===== src/rtl/counter_seq_pkg.sv =====
// Shared types for the counter stop sequencer: FSM state encoding and the response record.
// rsp_t widths match the integration configuration of the Counter (4-bit stop, 16-bit cycles).
package counter_seq_pkg;

    localparam int SEQ_STOP_W = 4;
    localparam int SEQ_CYC_W  = 16;

    typedef enum logic [1:0] {
        IDLE   = 2'd0,
        CLEAR  = 2'd1,
        RUN    = 2'd2,
        REPORT = 2'd3
    } state_e;

    typedef struct packed {
        logic [SEQ_STOP_W-1:0] stop;
        logic [SEQ_CYC_W-1:0]  cycles;
        logic                  err;
        logic                  timeout;
    } rsp_t;

endpackage


===== src/rtl/counter_cmd_fifo.sv =====
// Sync FIFO of stop targets; read data is registered and valid the cycle after a pop.
// Push is dropped when full, pop is ignored when empty; full does not account for a same-cycle pop.
module counter_cmd_fifo #(
    parameter int DEPTH = 4,
    parameter int WIDTH = 1
) (
    input  logic             i_clk,
    input  logic             i_reset,
    input  logic             i_push,
    input  logic [WIDTH-1:0] i_push_dat,
    input  logic             i_pop,
    output logic [WIDTH-1:0] o_pop_dat,
    output logic             o_full,
    output logic             o_empty
);

    localparam int AW = (DEPTH > 1) ? $clog2(DEPTH) : 1;

    logic [WIDTH-1:0] r_mem [DEPTH];
    logic [AW-1:0]    r_wr_ptr;
    logic [AW-1:0]    r_rd_ptr;
    logic [AW:0]      r_count;
    logic             w_push;
    logic             w_pop;

    assign o_full  = (r_count == (AW+1)'(DEPTH));
    assign o_empty = (r_count == '0);
    assign w_push  = i_push && !o_full;
    assign w_pop   = i_pop && !o_empty;

    always_ff @(posedge i_clk) begin
        if (w_push) begin
            r_mem[r_wr_ptr] <= i_push_dat;
        end
    end

    always_ff @(posedge i_clk) begin
        if (i_reset) begin
            r_wr_ptr  <= '0;
            r_rd_ptr  <= '0;
            r_count   <= '0;
            o_pop_dat <= '0;
        end else begin
            if (w_push) begin
                r_wr_ptr <= r_wr_ptr + 1'b1;
            end
            if (w_pop) begin
                o_pop_dat <= r_mem[r_rd_ptr];
                r_rd_ptr  <= r_rd_ptr + 1'b1;
            end
            case ({w_push, w_pop})
                2'b10:   r_count <= r_count + 1'b1;
                2'b01:   r_count <= r_count - 1'b1;
                default: r_count <= r_count;
            endcase
        end
    end

endmodule


===== src/rtl/counter_stop_sequencer.sv =====
// Runs queued stop targets on a Counter (clear, run until done or timeout) and reports elapsed cycles.
// Response held until rsp_ready; commands back up in the FIFO and cmd_ready drops when it is full.
module counter_stop_sequencer
    import counter_seq_pkg::*;
#(
    parameter int STOP_WIDTH = 1,
    parameter int DEPTH      = 4,
    parameter int CYC_WIDTH  = 16,
    parameter int TIMEOUT    = 1000
) (
    input  logic                  i_clk,
    input  logic                  i_reset,
    input  logic                  i_cmd_valid,
    input  logic [STOP_WIDTH-1:0] i_cmd_stop,
    output logic                  o_cmd_ready,
    output logic                  o_ctr_reset_l,
    output logic [STOP_WIDTH-1:0] o_ctr_stop,
    input  logic                  i_ctr_done,
    output logic                  o_rsp_valid,
    input  logic                  i_rsp_ready,
    output logic [STOP_WIDTH-1:0] o_rsp_stop,
    output logic [CYC_WIDTH-1:0]  o_rsp_cycles,
    output logic                  o_rsp_err,
    output logic                  o_rsp_timeout,
    output logic                  o_busy
);

    localparam logic [CYC_WIDTH-1:0] TIMEOUT_LAST = CYC_WIDTH'(TIMEOUT - 1);
    localparam logic [CYC_WIDTH-1:0] TIMEOUT_CYC  = CYC_WIDTH'(TIMEOUT);

    state_e                r_state;
    state_e                w_state_nxt;
    logic                  w_pop;
    logic                  w_push;
    logic                  w_full;
    logic                  w_empty;
    logic [STOP_WIDTH-1:0] w_fifo_dat;
    logic [CYC_WIDTH-1:0]  r_cyc;

    assign o_cmd_ready = !w_full;
    assign w_push      = i_cmd_valid && o_cmd_ready;
    assign o_busy      = (r_state != IDLE) || !w_empty;

    counter_cmd_fifo #(
        .DEPTH (DEPTH),
        .WIDTH (STOP_WIDTH)
    ) u_cmd_fifo (
        .i_clk      (i_clk),
        .i_reset    (i_reset),
        .i_push     (w_push),
        .i_push_dat (i_cmd_stop),
        .i_pop      (w_pop),
        .o_pop_dat  (w_fifo_dat),
        .o_full     (w_full),
        .o_empty    (w_empty)
    );

    always_comb begin
        w_state_nxt = r_state;
        w_pop       = 1'b0;
        case (r_state)
            IDLE: begin
                if (!w_empty) begin
                    w_pop       = 1'b1;
                    w_state_nxt = CLEAR;
                end
            end
            CLEAR:  w_state_nxt = RUN;
            RUN: begin
                if (i_ctr_done || (r_cyc == TIMEOUT_LAST)) begin
                    w_state_nxt = REPORT;
                end
            end
            REPORT: begin
                if (i_rsp_ready) begin
                    w_state_nxt = IDLE;
                end
            end
            default: w_state_nxt = IDLE;
        endcase
    end

    always_ff @(posedge i_clk) begin
        if (i_reset) begin
            r_state       <= IDLE;
            r_cyc         <= '0;
            o_ctr_reset_l <= 1'b0;
            o_ctr_stop    <= '0;
            o_rsp_valid   <= 1'b0;
            o_rsp_stop    <= '0;
            o_rsp_cycles  <= '0;
            o_rsp_err     <= 1'b0;
            o_rsp_timeout <= 1'b0;
        end else begin
            r_state       <= w_state_nxt;
            // Counter is released only while running, so it starts from 0 on the first RUN cycle.
            o_ctr_reset_l <= (w_state_nxt == RUN);
            case (r_state)
                CLEAR: begin
                    o_ctr_stop <= w_fifo_dat;
                    r_cyc      <= '0;
                end
                RUN: begin
                    if (i_ctr_done) begin
                        o_rsp_valid   <= 1'b1;
                        o_rsp_stop    <= o_ctr_stop;
                        o_rsp_cycles  <= r_cyc;
                        o_rsp_err     <= (r_cyc != CYC_WIDTH'(o_ctr_stop));
                        o_rsp_timeout <= 1'b0;
                    end else if (r_cyc == TIMEOUT_LAST) begin
                        o_rsp_valid   <= 1'b1;
                        o_rsp_stop    <= o_ctr_stop;
                        o_rsp_cycles  <= TIMEOUT_CYC;
                        o_rsp_err     <= 1'b0;
                        o_rsp_timeout <= 1'b1;
                    end else begin
                        r_cyc <= r_cyc + 1'b1;
                    end
                end
                REPORT: begin
                    if (i_rsp_ready) begin
                        o_rsp_valid <= 1'b0;
                    end
                end
                default: begin
                end
            endcase
        end
    end

endmodule


===== config.mk =====
export PLATFORM = sky130hd
export DESIGN_NAME = counter_stop_sequencer
export DESIGN_NICKNAME = d
export VERILOG_FILES = /design/src/rtl/counter_seq_pkg.sv /design/src/rtl/counter_cmd_fifo.sv /design/src/rtl/counter_stop_sequencer.sv
export SDC_FILE = /design/constraint.sdc
export NUM_CORES = 1
export LEC_CHECK = 0
export BUFFER_PORTS_ARGS = -buffer_cell sky130_fd_sc_hd__buf_2
export CORE_MARGIN = 4
export CORE_UTILIZATION = 50
export DETAILED_ROUTE_END_ITERATION = 6
export HOLD_SLACK_MARGIN = 0.15
export PLACE_DENSITY = 0.69
export SYNTH_ARGS = -nofsm -noshare
export SYNTH_HDL_FRONTEND = slang
export SYNTH_SLANG_ARGS = --single-unit

===== constraint.sdc =====
create_clock -name i_clk -period 6.3 [get_ports i_clk]
set_clock_uncertainty 0.1 [all_clocks]
set_input_delay 0.315 -clock i_clk [delete_from_list [all_inputs] [get_ports i_clk]]
set_output_delay 0.315 -clock i_clk [all_outputs]
set_load 0.005 [all_outputs]

==> results of run 1 <==
cell usage after synthesis, types with 2 or more instances:
master | count | share of area [%]
a21oi_1 | 7 | 1.4
a311oi_1 | 2 | 0.72
a31o_2 | 8 | 2.9
a31oi_1 | 2 | 0.51
and2_1 | 3 | 0.77
and3_1 | 12 | 3.1
and4_1 | 2 | 0.72
buf_2 | 2 | 0.41
buf_4 | 2 | 0.62
clkbuf_1 | 5 | 0.77
clkbuf_8 | 3 | 1.7
dfxtp_1 | 48 | 40
edfxtp_1 | 4 | 4.9
ha_1 | 6 | 3.1
inv_1 | 7 | 1.1
mux2i_1 | 6 | 2.5
nand2_1 | 25 | 3.9
nand2b_1 | 2 | 0.51
nand3_1 | 8 | 1.6
nand4_1 | 7 | 1.8
nor2_1 | 16 | 2.5
nor4_1 | 7 | 1.8
o211a_1 | 2 | 0.82
o211ai_1 | 2 | 0.62
o21ai_0 | 2 | 0.41
o221a_2 | 6 | 2.8
o311ai_0 | 2 | 0.72
o31ai_1 | 3 | 0.93
o32ai_1 | 3 | 1.1
or3_1 | 6 | 1.5
or4_1 | 4 | 1.2
xnor2_1 | 3 | 1.1
xor2_1 | 5 | 1.8
cell type report:
cell class,instances,share of cell area (%)
tap,67,3.16
multi-input combinational,174,46.0
sequential,52,40.7
inverter,7,0.989
timing repair buffer,31,6.12
clock buffer,7,2.87
clock inverter,1,0.188
worst min-delay path by stage:
stage / startpoint / to / slack (ns)
after floorplan: i_cmd_stop / u_cmd_fifo.r_mem[0]$_DFFE_PP_ / 0.31
after global placement: o_rsp_stop$_SDFFE_PP0P_ / o_rsp_stop$_SDFFE_PP0P_ / 0.34
after detailed placement: o_rsp_stop$_SDFFE_PP0P_ / o_rsp_stop$_SDFFE_PP0P_ / 0.35
after CTS: i_rsp_ready / r_state[0]$_SDFF_PP0_ / 0.20
after global routing: i_rsp_ready / r_state[0]$_SDFF_PP0_ / 0.22
final: i_rsp_ready / r_state[0]$_SDFF_PP0_ / 0.22
registers in the layout, summed over array words and instances, names as in the netlist:
name                  flops
u_cmd_fifo.r_wr_ptr       2
o_rsp_cycles             16
u_cmd_fifo.r_rd_ptr       2
r_state                   2
o_rsp_err                 1
o_rsp_timeout             1
o_rsp_valid               1
o_ctr_stop                1
u_cmd_fifo.r_mem          4
u_cmd_fifo.o_pop_dat      1
o_rsp_stop                1
r_cyc                    16
o_ctr_reset_l             1
u_cmd_fifo.r_count        3
report_power, final:
group,internal [W],switching [W]
Sequential,0.000374,0.0000336
Combinational,0.000112,0.000146
Clock,0.0000781,0.0000999
Total,0.000564,0.000280
cells by family (layout without fill, tap and decap cells):
| family | after synthesis | after routing | share of synthesized area (%) |
|---|---|---|---|
| fa+ha+maj | 7 | 7 | 3.91 |
| xor+xnor | 8 | 8 | 2.88 |
| flops | 52 | 52 | 44.4 |
| compound gates | 45 | 45 | 15.2 |
| mux | 8 | 8 | 3.86 |
| buf+inv | 21 | 46 | 5.35 |
| simple gates | 106 | 106 | 24.4 |
metrics by stage:
stage / total power, W / utilization, % / hold slack, ns / instances
global route: 0.000906 / 56.2 / 0.219 / 339
global placement: 0.000669 / 54.3 / 0.340 / 330
CTS: 0.000855 / 56.2 / 0.204 / 339
finish: 0.000844 / 56.2 / 0.216 / 339
floorplan: 0.000605 / - / 0.314 / 247
detailed placement: 0.000675 / 54.3 / 0.351 / 330
worst min-delay path, cell delays in order:
cell and delay (ns):
buf_2 0.09, nand3b_1 0.09, a31oi_1 0.08
metal layers:
layer	wire (µm)	vias to the layer above	GRT usage [%]
li1	-	965	-
met1	2270	892	24.3
met2	2340	60	27.7
met3	297	7	3.71
met4	93	0	8.72
met5	0	-	0
==> run_results.csv, run 1 <==
group,metric,value,unit
sta,rsz0062_at_grt,"false",
cells_and_area,final_nets,284,
cells_and_area,ff_latch_area,0.00108,mm²
critical_path,critPathMostFrequentCell,"or3_1",
critical_path,critPathMaxFanout,4,
sta,layout_setup_ws,3.85,ns
floorplan,placeableCoreArea,0.00472,mm²
sta,slew_violations,0,
logic_synthesis,synth_edf_count,4,
floorplan,start_util,51.5,%
critical_path,critPathLaunchType,"register",
detailed_routing,vias_per_cell,5.68,
logic_synthesis,ys.flop_type,"dfxtp_1",
detailed_routing,drtIter0Drc,236,
sta,max_slew_margin,40.9,%
clocking,postCtsSetupRepairBufs,0,
clocking,h-tree-depth,2,
logic_synthesis,async_reset_ff_share,0,%
sta,tns,0,ns
global_routing,grt_pass1_wl,8710,µm
critical_path,reg2reg_slack,3.85,ns
clocking,clkTransAtPathRegs,0.09,ns
clocking,cts_buffer_depth,2,
clocking,clock-sinks,52,
logic_synthesis,synth.yosys.seq_area_share,44.4,%
cells_and_area,final_common_cell,"dfxtp_1",
detailed_routing,drtAntennaViolNets,0,
critical_path,worst-path-stages,8,
critical_path,worst_ep_required_time,6.44,ns
sta,fin_crit_sh,38.9,%
cells_and_area,most-common-layout-cells,"dfxtp_1, buf_2, nand2_1, nor2_1, and3_1",
cells_and_area,syn2layout_area_growth,9.21,%
detailed_routing,vias,1924,
clocking,hold_buffers,1,
critical_path,reg2regPathDepth,8,
placement,dp.final_hpwl,3540,µm
placement,place.gp.congestion,0.892,
sta,fmax,408,MHz
floorplan,die_h,77.7,µm
placement,port_buffers,29,
sta,hold_viol,0,
critical_path,r2r-start,"u_cmd_fifo.r_count[0]$_SDFFE_PP0P_",
cells_and_area,insertedDiodeCount,0,
floorplan,ioPinCount,30,
detailed_routing,wl_per_cell,14.8,µm
sta,post-route-min-period,2.45,ns
critical_path,cp-end-kind,"register",
placement,place_area,0.00256,mm²
detailed_routing,wl,5000,µm
outcome,status,"finished clean",
flow_run,max-cap-violations,0,
global_routing,grt_max_degree,33,
cells_and_area,drive_gt1_share,22.4,%
critical_path,rr_endpoint,"u_cmd_fifo.r_count[2]$_SDFFE_PP0P_",
pwr,vdd_ir_drop_max,238,µV
worst_hold_path,hold_path.class,"primary input to register",
critical_path,worstPathCellList,"or3_1 -> nand2_1 -> inv_1 -> ha_1 -> fa_1 -> xnor2_1 -> or3_1 -> a21oi_1",
clocking,cts_tree,"yes",
cells_and_area,design_area,0.00266,mm²
global_routing,overflow,0,
critical_path,worstSetupPathType,"register to register",
logic_synthesis,synth_cell_types,58,
logic_synthesis,syn_area_per_cell,9.85,µm²
logic_synthesis,synth_area,0.00243,mm²
global_routing,grt_pass1_vias,1779,
clocking,cts_root_buf,"clkbuf_8",
sta,setup_viol,0,
logic_synthesis,synthCells,247,
pwr,p_per_area,318,mW/mm²
placement,place_worst_setup_slack,3.84,ns
floorplan,die_w,77.7,µm
global_routing,grt_antenna_before_repair,0,
logic_synthesis,mappedNetlistNets,260,
critical_path,crit_end,"u_cmd_fifo.r_count[2]$_SDFFE_PP0P_",
pwr,power.leakage,1.09,nW
floorplan,core.rowCount,25,
critical_path,cp_top_family,"simple AND/OR/NAND/NOR gates",
logic_synthesis,yosys_warnings,0,
global_routing,grt_use_total,18.1,%
critical_path,crit_arrival,2.59,ns
critical_path,max_stage_delay,0.44,ns
clocking,post_cts_resized,0,
clocking,insertion_delay,0.31,ns
detailed_routing,drc,0,
cells_and_area,fillers,425,
detailed_routing,drt-pass1-iter-count,4,
floorplan,die-area,0.00604,mm²
worst_hold_path,holdPathStages,3,
cells_and_area,multi_input_area,0.00122,mm²
critical_path,crit_path_start,"u_cmd_fifo.r_count[0]$_SDFFE_PP0P_",
sta,worst_pin_slew,0.886,ns
logic_synthesis,ys_ff_latch,52,
critical_path,crit_buf_inv,1,
critical_path,slowest_stage,"fa_1",
clocking,cts_buffers,5,
No activity file was read; power rests on OpenSTA's default activity.
==> run 2, diff against run 1 <==
Settings changed: PLACE_DENSITY 0.69 to 0.72.
Clock period 6.3 ns to 2.11 ns, I/O delays scaled along.
==> run 2 against run 1 <==
The flow now finishes with violations (negative setup slack); hold slack worse by 0.055 ns; die area unchanged; utilization up 5.3 points; non-clock buffer count up 22; sequential cell count unchanged; final cell count up 6.5%; critical path depth unchanged; largest power group unchanged; via count up 7.5%; critical path type unchanged; routed wire length up 11%.
==> run_results.csv, run 2 (synthesis results as in run 1) <==
group,metric,value,unit
outcome,status,"finished with violations",
outcome,violations,"negative setup slack",
global_routing,grt_antenna_before_repair,0,
cells_and_area,multi_input_area,0.00126,mm²
global_routing,grt_pass1_wl,9670,µm
sta,setup_viol,1,
clocking,clock-sinks,52,
sta,layout_setup_ws,-0.0260,ns
sta,max_slew_margin,62.7,%
sta,slew_violations,0,
critical_path,worst_ep_required_time,2.26,ns
detailed_routing,drt-pass1-iter-count,4,
global_routing,grt_use_total,20.0,%
detailed_routing,drtIter0Drc,196,
placement,port_buffers,29,
critical_path,critPathMaxFanout,4,
clocking,cts_buffers,5,
global_routing,grt_pass1_vias,2054,
global_routing,busiest_layer,"met2",
global_routing,grt_util_met2,32.8,%
floorplan,placeableCoreArea,0.00472,mm²
cells_and_area,syn2layout_area_growth,19.5,%
detailed_routing,drc,0,
placement,place_worst_setup_slack,-0.0587,ns
pwr,power.leakage,1.21,nW
cells_and_area,drive_gt1_share,31.3,%
cells_and_area,instances_no_fill,361,
critical_path,critPathLaunchType,"register",
detailed_routing,vias,2068,
flow_run,max-cap-violations,0,
sta,post-route-min-period,2.14,ns
cells_and_area,most-common-layout-cells,"dfxtp_1, buf_2, nand2_1, buf_4, nor2_1",
floorplan,die_h,77.7,µm
detailed_routing,drtAntennaViolNets,0,
sta,hold_viol,0,
cells_and_area,ff_latch_area,0.00108,mm²
sta,fmax,468,MHz
detailed_routing,wl,5560,µm
detailed_routing,wl_per_cell,15.4,µm
pwr,p_per_area,969,mW/mm²
cells_and_area,final_nets,306,
floorplan,die_w,77.7,µm
global_routing,grt_max_degree,28,
sta,fin_crit_sh,101,%
detailed_routing,vias_per_cell,5.73,
critical_path,cp-end-kind,"register",
clocking,cts_root_buf,"clkbuf_8",
global_routing,use_met3,4.52,%
floorplan,die-area,0.00604,mm²
sta,rsz0062_at_grt,"true",
clocking,h-tree-depth,2,
critical_path,worstSetupPathType,"register to register",
clocking,cts_tree,"yes",
placement,place.gp.congestion,0.920,
floorplan,core.rowCount,25,
global_routing,overflow,0,
global_routing,grt_use_met1,25.8,%
sta,worst_pin_slew,0.559,ns
cells_and_area,final_common_cell,"dfxtp_1",
cells_and_area,insertedDiodeCount,0,
pwr,vdd_ir_drop_max,743,µV
clocking,cts_buffer_depth,2,
cells_and_area,fillers,408,
placement,dp.final_hpwl,3950,µm
clocking,insertion_delay,0.31,ns
worst_hold_path,hold_path.class,"primary input to register",
floorplan,ioPinCount,30,
placement,dp.cells,350,
clocking,clkTransAtPathRegs,0.09,ns
floorplan,start_util,51.5,%
critical_path,crit_arrival,2.28,ns
cells_and_area,reg.largest.list,"o_rsp_cycles x16, r_cyc x16, u_cmd_fifo.r_mem x4",
==> run 2: worst paths after layout <==
kind                            slack [ns]                                from  cells past startpoint                            endpoint
worst max-delay path                 -0.03  u_cmd_fifo.r_count[2]$_SDFFE_PP0P_                      8  u_cmd_fifo.r_count[2]$_SDFFE_PP0P_
worst min-delay path                  0.16                             i_reset                      3  u_cmd_fifo.r_count[2]$_SDFFE_PP0P_
worst max register to register       -0.03  u_cmd_fifo.r_count[2]$_SDFFE_PP0P_                      8  u_cmd_fifo.r_count[2]$_SDFFE_PP0P_
worst min register to register        0.36             o_rsp_stop$_SDFFE_PP0P_                      2             o_rsp_stop$_SDFFE_PP0P_
==> run 2: area by class of cell <==
class                   count  area share [%]
multi-input cells         174            43.4
flip-flops and latches     52            37.3
repair buffers             53            12.3
clock buffers               7            2.97
well taps                  67            2.88
inverters                   7           0.904
clock inverters             1           0.258
==> run 2: repair_timing <==
item,in CTS,in global routing
hold buffers,3,0
pin swaps,1,0
buffers inserted,0,0
endpoints found under the setup margin,1,4
gates resized for setup,1,6
hold endpoints to repair,12,0
==> run 2: worst max-delay path, stage by stage (launching register included) <==
cell,delay (ns)
dfxtp_2,0.34
or3_4,0.40
nand2_4,0.07
inv_1,0.06
ha_4,0.17
fa_2,0.33
xnor2_1,0.14
or3_1,0.33
a21oi_2,0.13
==> run 2: power by group <==
group / internal [W] / switching [W]
logic: 0.000496 / 0.000512
registers: 0.00112 / 0.0000945
clock network: 0.000267 / 0.000326
total: 0.00188 / 0.000933
==> run 2: metal layers <==
metal  share of wire (%)  wire length, µm  vias to the layer above
li1                    -                -                     1011
met1                  45             2520                      973
met2                  47             2640                       70
met3                 5.2              290                       14
met4                 2.0              111                        0
met5                   0                0                        -
==> run 2: per-stage QoR <==
step | power, W | utilization (%) | area, µm² | hold slack [ns] | TNS (ns)
global placement | 0.00216 | 58.4 | 2760 | 0.224 | 0
finish | 0.00282 | 61.5 | 2910 | 0.161 | -0.0260
CTS | 0.00280 | 61.1 | 2890 | 0.166 | -0.0560
detailed placement | 0.00220 | 58.4 | 2760 | 0.233 | -0.0587
floorplan | 0.00185 | - | 2450 | 0.104 | 0
global route | 0.00300 | 61.5 | 2910 | 0.198 | -0.216
==> run 3, diff against run 2 <==
Settings changed: BUFFER_PORTS_ARGS -buffer_cell sky130_fd_sc_hd__buf_2 to not set, DONT_BUFFER_PORTS set to 1, PLACE_DENSITY 0.72 to 0.67.
==> run 3 against run 2 <==
The flow finishes with violations (negative hold slack, negative setup slack); sequential share of layout area rose by 0.11 points; via count fell by 1.5%; utilization hardly changed; critical path depth stayed put; clock power down 2%; count of clock-buffer cells in the layout is the same; combinational power hardly changed; die area stayed put; largest cell class unchanged; critical path type unchanged; highest routed layer unchanged; maximum frequency is essentially flat.
==> run_results.csv, run 3 (synthesis results as in run 1) <==
group,metric,value,unit
critical_path,cp_top_family,"simple AND/OR/NAND/NOR gates",
sta,fmax,468,MHz
placement,dp.final_hpwl,3680,µm
clocking,insertion_delay,0.30,ns
sta,max_slew_margin,65.9,%
critical_path,cp-end-kind,"register",
floorplan,placeableCoreArea,0.00472,mm²
clocking,cts_tree,"yes",
clocking,cts_root_buf,"clkbuf_8",
sta,hold_viol,13,
global_routing,grt_antenna_before_repair,0,
detailed_routing,drc,0,
global_routing,overflow,0,
pwr,vdd_ir_drop_max,806,µV
sta,setup_viol,1,
cells_and_area,insertedDiodeCount,0,
critical_path,slowest_stage,"or3_4",
global_routing,grt_max_degree,29,
sta,post-route-min-period,2.14,ns
placement,port_buffers,0,
sta,slew_violations,0,
cells_and_area,final_nets,293,
placement,place.gp.congestion,0.855,
detailed_routing,drtAntennaViolNets,0,
global_routing,grt_use_total,19.8,%
critical_path,worstSetupPathType,"register to register",
critical_path,reg2reg_slack,-0.03,ns
worst_hold_path,hold_path.class,"primary input to register",
cells_and_area,final_common_cell,"dfxtp_1",
critical_path,max_stage_delay,0.41,ns
clocking,h-tree-depth,2,
critical_path,critPathLaunchType,"register",
flow_run,max-cap-violations,0,
floorplan,ioPinCount,30,
cells_and_area,fillers,414,
critical_path,worstPathCellList,"or3_4 -> nand2_4 -> inv_1 -> ha_4 -> fa_2 -> xnor2_1 -> or3_1 -> a21oi_2",
outcome,violations,"negative hold slack, negative setup slack",
sta,fin_crit_sh,101,%
detailed_routing,drt-pass1-iter-count,4,
placement,place_area,0.00257,mm²
critical_path,critPathMaxFanout,4,
detailed_routing,vias,2038,
clocking,cts_buffer_depth,2,
floorplan,start_util,51.5,%
sta,whs,-0.252,ns
critical_path,worst_ep_required_time,2.25,ns
floorplan,die_h,77.7,µm
detailed_routing,wl,5520,µm
detailed_routing,drtIter0Drc,170,
detailed_routing,vias_per_cell,5.86,
cells_and_area,most-common-layout-cells,"dfxtp_1, nand2_1, dlygate4sd3_1, buf_4, nor2_1",
global_routing,grt_util_met2,32.6,%
outcome,status,"finished with violations",
clocking,clock-sinks,52,
placement,place_worst_setup_slack,-0.00655,ns
sta,layout_setup_ws,-0.0260,ns
sta,worst_pin_slew,0.511,ns
cells_and_area,reg.largest.list,"o_rsp_cycles x16, r_cyc x16, u_cmd_fifo.r_mem x4",
floorplan,die-area,0.00604,mm²
critical_path,crit_buf_inv,1,
cells_and_area,syn2layout_area_growth,19.5,%
global_routing,grt_pass1_wl,9540,µm
critical_path,crit_arrival,2.28,ns
sta,tns,-0.0260,ns
global_routing,use_met3,4.06,%
pwr,p_per_area,972,mW/mm²
pwr,power.leakage,1.14,nW
clocking,cts_buffers,5,
detailed_routing,wl_per_cell,15.9,µm
sta,rsz0062_at_grt,"true",
global_routing,busiest_layer,"met2",
cells_and_area,design_area,0.00291,mm²
cells_and_area,drive_gt1_share,22.1,%
floorplan,core.rowCount,25,
floorplan,die_w,77.7,µm
global_routing,grt_use_met1,25.3,%
global_routing,grt_pass1_vias,1962,
clocking,clkTransAtPathRegs,0.08,ns
## run 3: metrics by stage
step,power (W),util [%],cells
floorplan,0.00185,-,247
global placement,0.00207,54.5,319
detailed placement,0.00209,54.5,319
CTS,0.00280,60.7,347
global route,0.00303,61.6,348
finish,0.00283,61.6,348
## run 3: final cells by class
class / count / area [µm²] / area share, %
clock inverter: 1 / 7.51 / 0.258
multi-input combinational: 174 / 1260 / 43.5
tap: 67 / 83.8 / 2.88
clock buffer: 7 / 86.3 / 2.97
sequential: 52 / 1090 / 37.4
inverter: 7 / 26.3 / 0.904
timing repair buffer: 40 / 353 / 12.1
## run 3: routing by layer
| layer | up-vias | wire length, µm | share of wire (%) |
|---|---|---|---|
| met3 | 6 | 355 | 6.4 |
| met4 | 0 | 72 | 1.3 |
| met1 | 978 | 2330 | 42 |
| met2 | 59 | 2760 | 50 |
| li1 | 995 | - | - |
| met5 | - | 0 | 0 |
## run 3: timing repair
item                       in CTS  in global routing
hold buffers                   20                  1
setup buffers                   0                  0
setup endpoints to repair       1                 15
pin swaps                       0                  0
gates resized for setup         2                  7
hold endpoints to repair       41                 14
## run 3: worst reg2reg max path, cell delays in order, from the launching register on
cell	delay [ns]
dfxtp_2	0.34
or3_4	0.41
nand2_4	0.07
inv_1	0.06
ha_4	0.17
fa_2	0.33
xnor2_1	0.14
or3_1	0.33
a21oi_2	0.13
## run 3: path summary, 6_finish.rpt
kind / start / endpoint / cells after the start
hold / removal: i_reset / u_cmd_fifo.r_count[2]$_SDFFE_PP0P_ / 1
setup reg to reg: u_cmd_fifo.r_count[2]$_SDFFE_PP0P_ / u_cmd_fifo.r_count[2]$_SDFFE_PP0P_ / 8
setup / recovery: u_cmd_fifo.r_count[2]$_SDFFE_PP0P_ / u_cmd_fifo.r_count[2]$_SDFFE_PP0P_ / 8
hold reg to reg: o_rsp_stop$_SDFFE_PP0P_ / o_rsp_stop$_SDFFE_PP0P_ / 2
## run 3: where the power goes
part | internal (W) | switching (W) | leakage (nW)
registers | 0.00113 | 0.000113 | 0.427
clock network | 0.000267 | 0.000316 | 0.0445
logic | 0.000514 | 0.000489 | 0.667
